`config.mk`:
```
export PLATFORM = sky130hd
export DESIGN_NAME = a2d_spi_intf_flat
export DESIGN_NICKNAME = d
export VERILOG_FILES = /design/src/rtl/a2d_pkg.sv /design/src/rtl/a2d_spi_intf_if.sv /design/src/rtl/a2d_spi_shifter.sv /design/src/rtl/a2d_spi_intf.sv /design/src/flat_wrapper.sv
export SDC_FILE = /design/constraint.sdc
export NUM_CORES = 1
export LEC_CHECK = 0
export ABC_CLOCK_PERIOD_IN_PS = 2000
export CORE_ASPECT_RATIO = 1.75
export CORE_MARGIN = 4
export CORE_UTILIZATION = 50
export CTS_CLUSTER_DIAMETER = 30
export DETAILED_ROUTE_END_ITERATION = 8
export MAX_ROUTING_LAYER = met4
export PLACE_DENSITY = 0.74
export SYNTH_ARGS = -nofsm -noshare
export SYNTH_HDL_FRONTEND = slang
export SYNTH_SLANG_ARGS = --single-unit
export TNS_END_PERCENT = 20
```
`constraint.sdc`:
```
create_clock -name clk -period 2 [get_ports clk]
set_input_delay 0.4 -clock clk [delete_from_list [all_inputs] [get_ports clk]]
set_output_delay 0.4 -clock clk [all_outputs]
set_load 0.005 [all_outputs]
```
`src/rtl/a2d_pkg.sv`:
```
// Shared types and constants for the A2D SPI responder.
// Contents: FSM state enum, SPI clock-divider landmarks, frame length and a helper
// that builds the ADC command word for a channel.
package a2d_pkg;

  typedef enum logic [1:0] {
    StIdle,
    StFrm1,
    StGap,
    StFrm2
  } a2d_state_e;

  // SCLK = div[4]; loading DIV_START leaves SCLK high for the front porch.
  localparam logic [4:0] DIV_START  = 5'b10111;
  // SCLK about to rise: capture MISO.
  localparam logic [4:0] DIV_SAMPLE = 5'b01111;
  // SCLK about to fall: shift. Also the idle/frozen value.
  localparam logic [4:0] DIV_SHIFT  = 5'b11111;

  localparam int unsigned FRAME_BITS = 16;

  // ADC command: channel number in bits [13:11], everything else zero.
  function automatic logic [15:0] cmd_word(input logic [2:0] ch);
    return {2'b00, ch, 11'h000};
  endfunction

endpackage

```
`src/rtl/a2d_spi_intf_if.sv`:
```
// Request/response handshake between the slider/pot scanner and the A2D responder.
// Signals: strt_cnv (request pulse), chnnl (channel), cnv_cmplt (result valid level),
// res (12-bit result).
// Modports: master = scanner side, slave = A2D responder side.
interface a2d_spi_intf_if;

  logic        strt_cnv;
  logic [2:0]  chnnl;
  logic        cnv_cmplt;
  logic [11:0] res;

  modport master (
    output strt_cnv,
    output chnnl,
    input  cnv_cmplt,
    input  res
  );

  modport slave (
    input  strt_cnv,
    input  chnnl,
    output cnv_cmplt,
    output res
  );

endinterface

```
`src/rtl/a2d_spi_shifter.sv`:
```
// SPI frame engine: SCLK divider, bit counter, MISO sample flop and 16-bit shifter.
// Ports:
//   clk, rst_n     clock, async active-low reset
//   load_i         start a frame: load load_word_i, restart divider at the porch
//   load_word_i    command word shifted out on MOSI
//   run_i          frame in progress (chip select asserted)
//   miso_i         serial data from the ADC
//   sclk_o         SPI clock, idles high
//   mosi_o         serial data to the ADC (shifter MSB)
//   frame_done_o   high in the cycle whose edge performs the 16th shift
//   rx_word_o      low 12 bits of the shifter (received data once the frame ends)
module a2d_spi_shifter
  import a2d_pkg::*;
(
  input  logic        clk,
  input  logic        rst_n,
  input  logic        load_i,
  input  logic [15:0] load_word_i,
  input  logic        run_i,
  input  logic        miso_i,
  output logic        sclk_o,
  output logic        mosi_o,
  output logic        frame_done_o,
  output logic [11:0] rx_word_o
);

  logic [4:0]  div_q, div_d;
  logic [4:0]  bit_cnt_q, bit_cnt_d;
  logic        miso_smp_q, miso_smp_d;
  logic [15:0] shft_q, shft_d;

  logic sample_evt;
  logic shift_evt;

  assign sample_evt   = run_i && (div_q == DIV_SAMPLE);
  // The fall right after the porch has no sampled bit behind it yet.
  assign shift_evt    = run_i && (div_q == DIV_SHIFT) && (bit_cnt_q != 5'd0);
  assign frame_done_o = shift_evt && (bit_cnt_q == 5'(FRAME_BITS));

  always_comb begin
    div_d      = div_q;
    bit_cnt_d  = bit_cnt_q;
    miso_smp_d = miso_smp_q;
    shft_d     = shft_q;
    if (load_i) begin
      div_d     = DIV_START;
      bit_cnt_d = 5'd0;
      shft_d    = load_word_i;
    end else begin
      // Freeze on the last shift so SCLK stays high instead of emitting a stray fall.
      if (run_i && !frame_done_o) begin
        div_d = div_q + 5'd1;
      end else begin
        div_d = DIV_SHIFT;
      end
      if (sample_evt) begin
        miso_smp_d = miso_i;
        bit_cnt_d  = bit_cnt_q + 5'd1;
      end
      if (shift_evt) begin
        shft_d = {shft_q[14:0], miso_smp_q};
      end
      if (frame_done_o) begin
        bit_cnt_d = 5'd0;
      end
    end
  end

  always_ff @(posedge clk or negedge rst_n) begin
    if (!rst_n) begin
      div_q      <= DIV_SHIFT;
      bit_cnt_q  <= 5'd0;
      miso_smp_q <= 1'b0;
      shft_q     <= 16'h0000;
    end else begin
      div_q      <= div_d;
      bit_cnt_q  <= bit_cnt_d;
      miso_smp_q <= miso_smp_d;
      shft_q     <= shft_d;
    end
  end

  assign sclk_o    = div_q[4];
  assign mosi_o    = shft_q[15];
  assign rx_word_o = shft_q[11:0];

endmodule

```
`src/rtl/a2d_spi_intf.sv`:
```
// A2D responder: on an accepted strt_cnv, runs two 16-bit SPI frames carrying the
// channel command, separated by a chip-select gap, and returns the second frame's
// low 12 bits on res with cnv_cmplt.
// Ports:
//   clk, rst_n   clock, async active-low reset
//   req          scanner handshake (slave modport: strt_cnv, chnnl in; cnv_cmplt, res out)
//   MISO         ADC serial data out
//   a2d_SS_n     ADC chip select, active-low
//   SCLK         SPI clock, idles high
//   MOSI         SPI data to the ADC
module a2d_spi_intf
  import a2d_pkg::*;
#(
  parameter int unsigned GAP_CLKS = 32
) (
  input  logic                 clk,
  input  logic                 rst_n,
  a2d_spi_intf_if.slave        req,
  input  logic                 MISO,
  output logic                 a2d_SS_n,
  output logic                 SCLK,
  output logic                 MOSI
);

  localparam int unsigned GapW = (GAP_CLKS > 1) ? $clog2(GAP_CLKS) : 1;
  localparam logic [GapW-1:0] GapLast = GapW'(GAP_CLKS - 1);

  a2d_state_e      state_q, state_d;
  logic [GapW-1:0] gap_q, gap_d;
  logic            ss_n_q, ss_n_d;
  logic [11:0]     res_q, res_d;
  logic            cmplt_q, cmplt_d;
  logic [2:0]      ch_q, ch_d;

  logic        load;
  logic [15:0] load_word;
  logic        frame_done;
  logic [11:0] rx_word;

  a2d_spi_shifter u_shifter (
    .clk          (clk),
    .rst_n        (rst_n),
    .load_i       (load),
    .load_word_i  (load_word),
    .run_i        (~ss_n_q),
    .miso_i       (MISO),
    .sclk_o       (SCLK),
    .mosi_o       (MOSI),
    .frame_done_o (frame_done),
    .rx_word_o    (rx_word)
  );

  always_comb begin
    state_d   = state_q;
    gap_d     = gap_q;
    ss_n_d    = ss_n_q;
    res_d     = res_q;
    cmplt_d   = cmplt_q;
    ch_d      = ch_q;
    load      = 1'b0;
    load_word = cmd_word(ch_q);
    unique case (state_q)
      StIdle: begin
        if (req.strt_cnv) begin
          ch_d      = req.chnnl;
          load      = 1'b1;
          load_word = cmd_word(req.chnnl);
          ss_n_d    = 1'b0;
          cmplt_d   = 1'b0;
          state_d   = StFrm1;
        end
      end
      StFrm1: begin
        if (frame_done) begin
          ss_n_d  = 1'b1;
          gap_d   = '0;
          state_d = StGap;
        end
      end
      StGap: begin
        if (gap_q == GapLast) begin
          load    = 1'b1;
          ss_n_d  = 1'b0;
          state_d = StFrm2;
        end else begin
          gap_d = gap_q + 1'b1;
        end
      end
      StFrm2: begin
        // Chip select drops on the 16th shift; the shifter holds the full word one
        // cycle later, and staying here that cycle keeps strt_cnv ignored.
        if (frame_done) begin
          ss_n_d = 1'b1;
        end else if (ss_n_q) begin
          res_d   = rx_word;
          cmplt_d = 1'b1;
          state_d = StIdle;
        end
      end
      default: state_d = StIdle;
    endcase
  end

  always_ff @(posedge clk or negedge rst_n) begin
    if (!rst_n) begin
      state_q <= StIdle;
      gap_q   <= '0;
      ss_n_q  <= 1'b1;
      res_q   <= 12'h000;
      cmplt_q <= 1'b0;
      ch_q    <= 3'd0;
    end else begin
      state_q <= state_d;
      gap_q   <= gap_d;
      ss_n_q  <= ss_n_d;
      res_q   <= res_d;
      cmplt_q <= cmplt_d;
      ch_q    <= ch_d;
    end
  end

  assign a2d_SS_n      = ss_n_q;
  assign req.cnv_cmplt = cmplt_q;
  assign req.res       = res_q;

endmodule
```
`src/flat_wrapper.sv`:
```
// flat-port wrapper written by rule: the top's interface ports become plain ports
module a2d_spi_intf_flat import a2d_pkg::*;
#(
  parameter int unsigned GAP_CLKS = 32
)
  (clk, rst_n, MISO, a2d_SS_n, SCLK, MOSI, req_strt_cnv, req_chnnl, req_cnv_cmplt, req_res);
  a2d_spi_intf_if req_i ();
  input  logic clk;
  input  logic rst_n;
  input  logic MISO;
  output logic a2d_SS_n;
  output logic SCLK;
  output logic MOSI;
  input wire logic [$bits(req_i.strt_cnv)-1:0] req_strt_cnv;
  input wire logic [$bits(req_i.chnnl)-1:0] req_chnnl;
  output wire logic [$bits(req_i.cnv_cmplt)-1:0] req_cnv_cmplt;
  output wire logic [$bits(req_i.res)-1:0] req_res;
  assign req_i.strt_cnv = req_strt_cnv;
  assign req_i.chnnl = req_chnnl;
  assign req_cnv_cmplt = req_i.cnv_cmplt;
  assign req_res = req_i.res;
  a2d_spi_intf #(.GAP_CLKS(GAP_CLKS)) u_core (.clk(clk), .rst_n(rst_n), .req(req_i), .MISO(MISO), .a2d_SS_n(a2d_SS_n), .SCLK(SCLK), .MOSI(MOSI));
endmodule
```
Word-level counts from Yosys, hierarchy flattened:

Index checks and enable logic that the tools add are counted.

* memories: 0
* bits in writable memories: 0
* bits in read-only memories: 0
* word-level logic and storage cells: 78
* register bits after elaboration: 51
* bits in latches: 0
* bits of input ports: 7

* reduce and logical (&&, ||, !) cells: 20
* multipliers: 0
* $lt $le $gt $ge: 0
* multiplexer cells: 28
* add/sub/neg operators: 3
* shift-type cells: 0
* equal/unequal tests: 14
* bitwise operators: 3
* div/mod/pow operators: 0

Operators by type and width (number)
* $mux W16: 3
* $mux W5: 7
* $add A5 B1 Y5 const B: 3
* $eq A5 B5 Y1 const B: 3
* $mux W14: 1
* $mux W2: 5
* $pmux W5 S2: 1
* $reduce_and A3 Y1: 3
* $ne A2 B2 Y1 const B: 4
* $pmux W2 S4: 1
* $mux W1: 7
* $ne A2 B1 Y1 const B: 3
* $reduce_bool A2 Y1: 3
* $eq A5 B4 Y1 const B: 1
* $logic_and A1 B1 Y1: 5
* $reduce_and A5 Y1: 1
* $reduce_bool A5 Y1: 1
* $eq A2 B2 Y1 const B: 2
* $pmux W1 S2: 2
* $reduce_and A2 Y1: 2
* $reduce_and A4 Y1: 1
* $not A1 Y1: 3
* $pmux W1 S3: 1
* $reduce_bool A3 Y1: 1
* other kinds (4): 4

Longest topological paths before layout:

* depth in word-level cells: 8
* mapped depth: 8
* gate-level depth less buffers: 7

Hierarchy:

A second synthesis with hierarchy kept.

* cells, all modules: 260
* area, all modules: 2721.4 sq um

By module, submodules not included
* a2d_spi_shifter: area an instance 1505.2 sq um, cells each 161, times used 1, sequential area each 681.9 sq um
* a2d_spi_intf: area an instance 1216.2 sq um, cells each 99, times used 1, sequential area each 601.8 sq um

Worst setup path after synthesis:

No wires, ideal clock.

* path kind: register -> register
* start: reg u_core.u_shifter.div_q[0]
* end: reg u_core.state_q[1]
* buffers on the path: 0
* setup slack: -0.052 ns
* stages on the path, launching flop included: 8
* data arrival time: 1.927 ns
* required time: 1.875 ns
* period minus slack after synthesis: 2.052 ns
* library setup time: 0.125 ns
* path through: dfstp_2 ha_1 and3_1 ha_1 and2b_2 nand2_2 a221o_2 mux2_4

* cells in the longest elaborated chain, start to end: 6

RTL lines
* start: declaration: line a2d_spi_shifter.sv:27 `logic [4:0] div_q, div_d;`
* start signal: assignment: line a2d_spi_shifter.sv:76 `div_q <= div_d;`
* $eq A5 B5 Y1 (*): line a2d_spi_shifter.sv:37 `assign shift_evt = run_i && (div_q == DIV_SHIFT) && (bit_cnt_q != 5'd0);`
* $logic_and A1 B1 Y1 (*) (2 in series): line a2d_spi_shifter.sv:37
* $logic_and A1 B1 Y1 (*): line a2d_spi_shifter.sv:38 `assign frame_done_o = shift_evt && (bit_cnt_q == 5'(FRAME_BITS));`
* $ne A2 B2 Y1 (no line)
* $reduce_and A5 Y1 (no line) (*)
* end signal: assignment: line a2d_spi_intf.sv:106 `state_q <= StIdle;`
* end signal: assignment: line a2d_spi_intf.sv:113 `state_q <= state_d;`
* end: declaration: line a2d_spi_intf.sv:28 `a2d_state_e state_q, state_d;`

Mark *: on every way between the ends. The rest lies on a longest branch, timed or not.
A chain may end at the register's enable or synchronous reset.

Worst setup path in the final report:

Ends and elaborated chain as after synthesis.

==> flow_summary_export.csv <==
group,metric,value,unit
outcome,status,"complete, but fails checks",
outcome,violations,"negative setup slack",
setup_path,required,2190,ps
clocking,path_clk_slew,90,ps
power_and_ir_drop,p_switching,360,uW
timing,timing.fmax,498,MHz
route,antenna_left,0,
route,route.detailed.drc,0,
global_route,grt_pass1_wl,7450,um
timing,drv_slew,0,
logic_synthesis,avgSynthCellArea,11.2,um2
logic_synthesis,netlist_area,2330,um2
route,wire_per_inst,14.4,um
logic_synthesis,seq_area_frac_synth,0.551,
floorplanning,dieArea,5860,um2
setup_path,crit_buf_inv,0,
power_and_ir_drop,ir_drop,0.455,mV
setup_path,crit_path_start_kind,"flop",
power_and_ir_drop,p_int,1330,uW
setup_path,endpoint_kind,"flop",
cells_and_area,multi_input_area,1070,um2
power_and_ir_drop,power.share.clock,0.365,
logic_synthesis,synth_fp_nets,227,
logic_synthesis,yosysTopAreaCellShare,0.483,
logic_synthesis,synth_most_common_cell,"dfrtp_1",
timing,finalCritPeriodShare,1.00,
clocking,cts_hold_buf,0,
power_and_ir_drop,switching_share,0.213,
route,wl_met3,114,um
timing,finalSetupTns,-9.76,ps
power_and_ir_drop,seqPwrFrac,0.611,
cells_and_area,regArea,1280,um2
logic_synthesis,synth_edf_count,0,
floorplanning,rows,32,
route,dr.pass1.iters,4,
cells_and_area,n_fill_cell,363,
placed_design,io_buffers,22,
cells_and_area,nNetsFinal,268,
logic_synthesis,synth_common_cells,"dfrtp_1 (45), nand2_1 (40), a21oi_1 (25), mux2_2 (16), ha_1 (11)",
setup_path,r2r_slack,-10,ps
cells_and_area,design_area,2920,um2
route,met1Wirelength,1730,um
placed_design,dp.final_hpwl,3070,um
floorplanning,num_io_pins,23,
setup_path,cp_common_cell,"ha_4",
timing,timing.final.ws_setup,-9.76,ps
clocking,cts_sinks,51,
timing,final-setup-viol-count,1,
timing,final-hold-violation-count,0,
cells_and_area,drive_gt1_frac,0.263,
route,drt_iter0_drc,36,
setup_path,r2r_start,"u_core.u_shifter.div_q[0]$_DFF_PN1_",
timing,tightest_slew,444,ps
logic_synthesis,yosysUniqueCellTypes,35,
floorplanning,coreArea,4440,um2
global_route,track_usage,0.166,
setup_path,crit_path_start,"u_core.u_shifter.div_q[0]$_DFF_PN1_",
cells_and_area,diodes,0,
floorplanning,die_y,98.3,um
clocking,htreeDepth,2,
clocking,insertion_delay,300,ps
route,wirelength,4350,um
global_route,grt_max_degree,24,
timing,finalCriticalPeriod,2010,ps
clocking,clk_path_buf_depth,2,
route,routed.top_layer,"met4",
route,viasPerCell,5.47,
setup_path,max_stage_delay,560,ps
setup_path,path_max_fanout,5,
global_route,grt-ovfl-total,0,
timing,skew,11.7,ps
global_route,antenna_found_initial,0,
setup_path,path_cells,"ha_4, and3_4, ha_4, and2b_2, nand2_2, a221o_2, mux2_4",
floorplanning,initial_utilization,0.524,
timing,relSlewSlack,0.703,
setup_path,crit_type,"flop to flop",
placed_design,placed_cell_area,2730,um2
logic_synthesis,yosys.area.top_type,"dfrtp_1",
logic_synthesis,ys_ff_latch,51,
timing,rsz0062_at_grt,"true",
route,vias,1652,
global_route,first_global_vias,1673,
placed_design,gp_congestion,0.822,
cells_and_area,synthToLayoutAreaGrowth,25.4,%
power_and_ir_drop,power.leakage,0.00138,uW
floorplanning,die_w,59.6,um
power_and_ir_drop,p_comb_frac,0.024,
clocking,cts_tree,"done",
logic_synthesis,yosys-top-cells-area,"dfrtp_1 (48%), mux2_2 (7.7%), dfstp_2 (6.8%)",
worst_hold_path,min_path_type,"primary input to async pin",
setup_path,slowest_stage,"dfstp_2",
clocking,cts_buffers,5,
clocking,cts-root-buf,"clkbuf_8",
route,dr_wl_met2,2410,um
power_and_ir_drop,power_density,579,nW/um2
setup_path,critPathArrivalTime,2200,ps
flow_run,cap_viol_max_count,0,
logic_synthesis,synthFlopType,"dfrtp_1",
logic_synthesis,yosysWarnings,0,
logic_synthesis,synthCells,209,
logic_synthesis,synthArstFlopShare,1.00,
setup_path,critPathTopFamily,"flip-flops",
==> cell families (layout without fill, tap and decap cells) <==
family                   after synthesis  after routing  synth area share
AO/OA/AOI/OAI                         36             36            0.0993
adder cells (fa/ha/maj)               11             11            0.0590
multiplexers                          21             21             0.101
AND/OR/NAND/NOR                       72             72             0.147
buffers and inverters                 12             54            0.0204
flip-flops                            51             51             0.551
XOR/XNOR                               6              6            0.0225
==> state kept, by name, summed over array words and instances (netlist names) <==
name	flops
u_core.gap_q	5
u_core.req.res	12
u_core.u_shifter.miso_smp_q	1
u_core.req.cnv_cmplt	1
u_core.u_shifter.div_q	5
u_core.u_shifter.shft_q	16
u_core.state_q	2
u_core.u_shifter.bit_cnt_q	5
u_core.ch_q	3
u_core.a2d_SS_n	1
==> final cells by class <==
type | count | share of cell area
clock inverter | 2 | 0.00557
timing repair buffer | 38 | 0.129
multi-input combinational | 146 | 0.366
sequential | 51 | 0.439
tap | 51 | 0.0218
inverter | 8 | 0.0103
clock buffer | 6 | 0.0283
==> metal layers <==
layer | global-route usage | vias to the layer above
met2 | 0.282 | 26
li1 | - | 797
met3 | 0.0278 | 9
met5 | - | -
met4 | 0.0717 | 0
met1 | 0.186 | 820
==> placed cells by master, fill, tap and decap left out, types with 2 or more instances in the layout <==
master | netlist | layout
a221o_1 | 2 | 2
nor2_1 | 10 | 10
nor3b_1 | 3 | 2
mux2_2 | 16 | 16
a21oi_2 | 0 | 7
ha_4 | 0 | 2
a21oi_1 | 25 | 18
xnor2_1 | 3 | 3
nor2b_1 | 3 | 3
and3_1 | 4 | 3
clkbuf_8 | 0 | 6
a21bo_2 | 1 | 2
ha_1 | 11 | 9
buf_4 | 0 | 13
mux2i_1 | 4 | 4
nand4_1 | 2 | 2
buf_12 | 0 | 2
xor2_1 | 3 | 3
dfstp_2 | 6 | 6
inv_1 | 8 | 8
nand2b_1 | 3 | 3
clkdlybuf4s50_1 | 0 | 21
nand2_1 | 40 | 40
dfrtp_1 | 45 | 45
a32o_1 | 2 | 2
==> what timing repair did <==
action                                  4_1_cts  5_1_grt
buffers inserted                              4        0
gates cloned                                  0        1
endpoints found under the setup margin        1       12
pin swaps                                     2        4
gates resized for setup                       0       10
==> power by group through the flow <==
stage | clock (uW) | combinational, uW | sequential [uW]
2_1_floorplan | 0 | 3.23 | 1050
3_3_place_gp | 0 | 41.6 | 1050
3_5_place_dp | 0 | 42.1 | 1050
4_1_cts | 643 | 42.1 | 1030
5_1_grt | 676 | 45.7 | 1030
6_report | 618 | 40.3 | 1030
==> per-stage QoR <==
step	power, uW	setup slack [ps]	utilization	cells	hold WS [ps]
detailed placement	1100	-0.633	0.614	289	357
CTS	1720	-13.1	0.643	301	24.0
floorplan	1060	29.8	-	209	104
global placement	1100	30.0	0.614	289	360
finish	1690	-9.76	0.658	302	17.6
global route	1760	-70.8	0.658	302	42.1
==> worst paths after layout <==
path,to,cells after the start
max,u_core.state_q[1]$_DFFE_PN0P_,7
min,u_core.req.res[11]$_DFFE_PN0P_,1
max reg2reg,u_core.state_q[1]$_DFFE_PN0P_,7
min reg2reg,u_core.ch_q[1]$_DFFE_PN0P_,1
max in group asynchronous,u_core.u_shifter.div_q[4]$_DFF_PN1_,2
min in group clk,u_core.ch_q[1]$_DFFE_PN0P_,1
No activity file was read; power rests on OpenSTA's default activity.
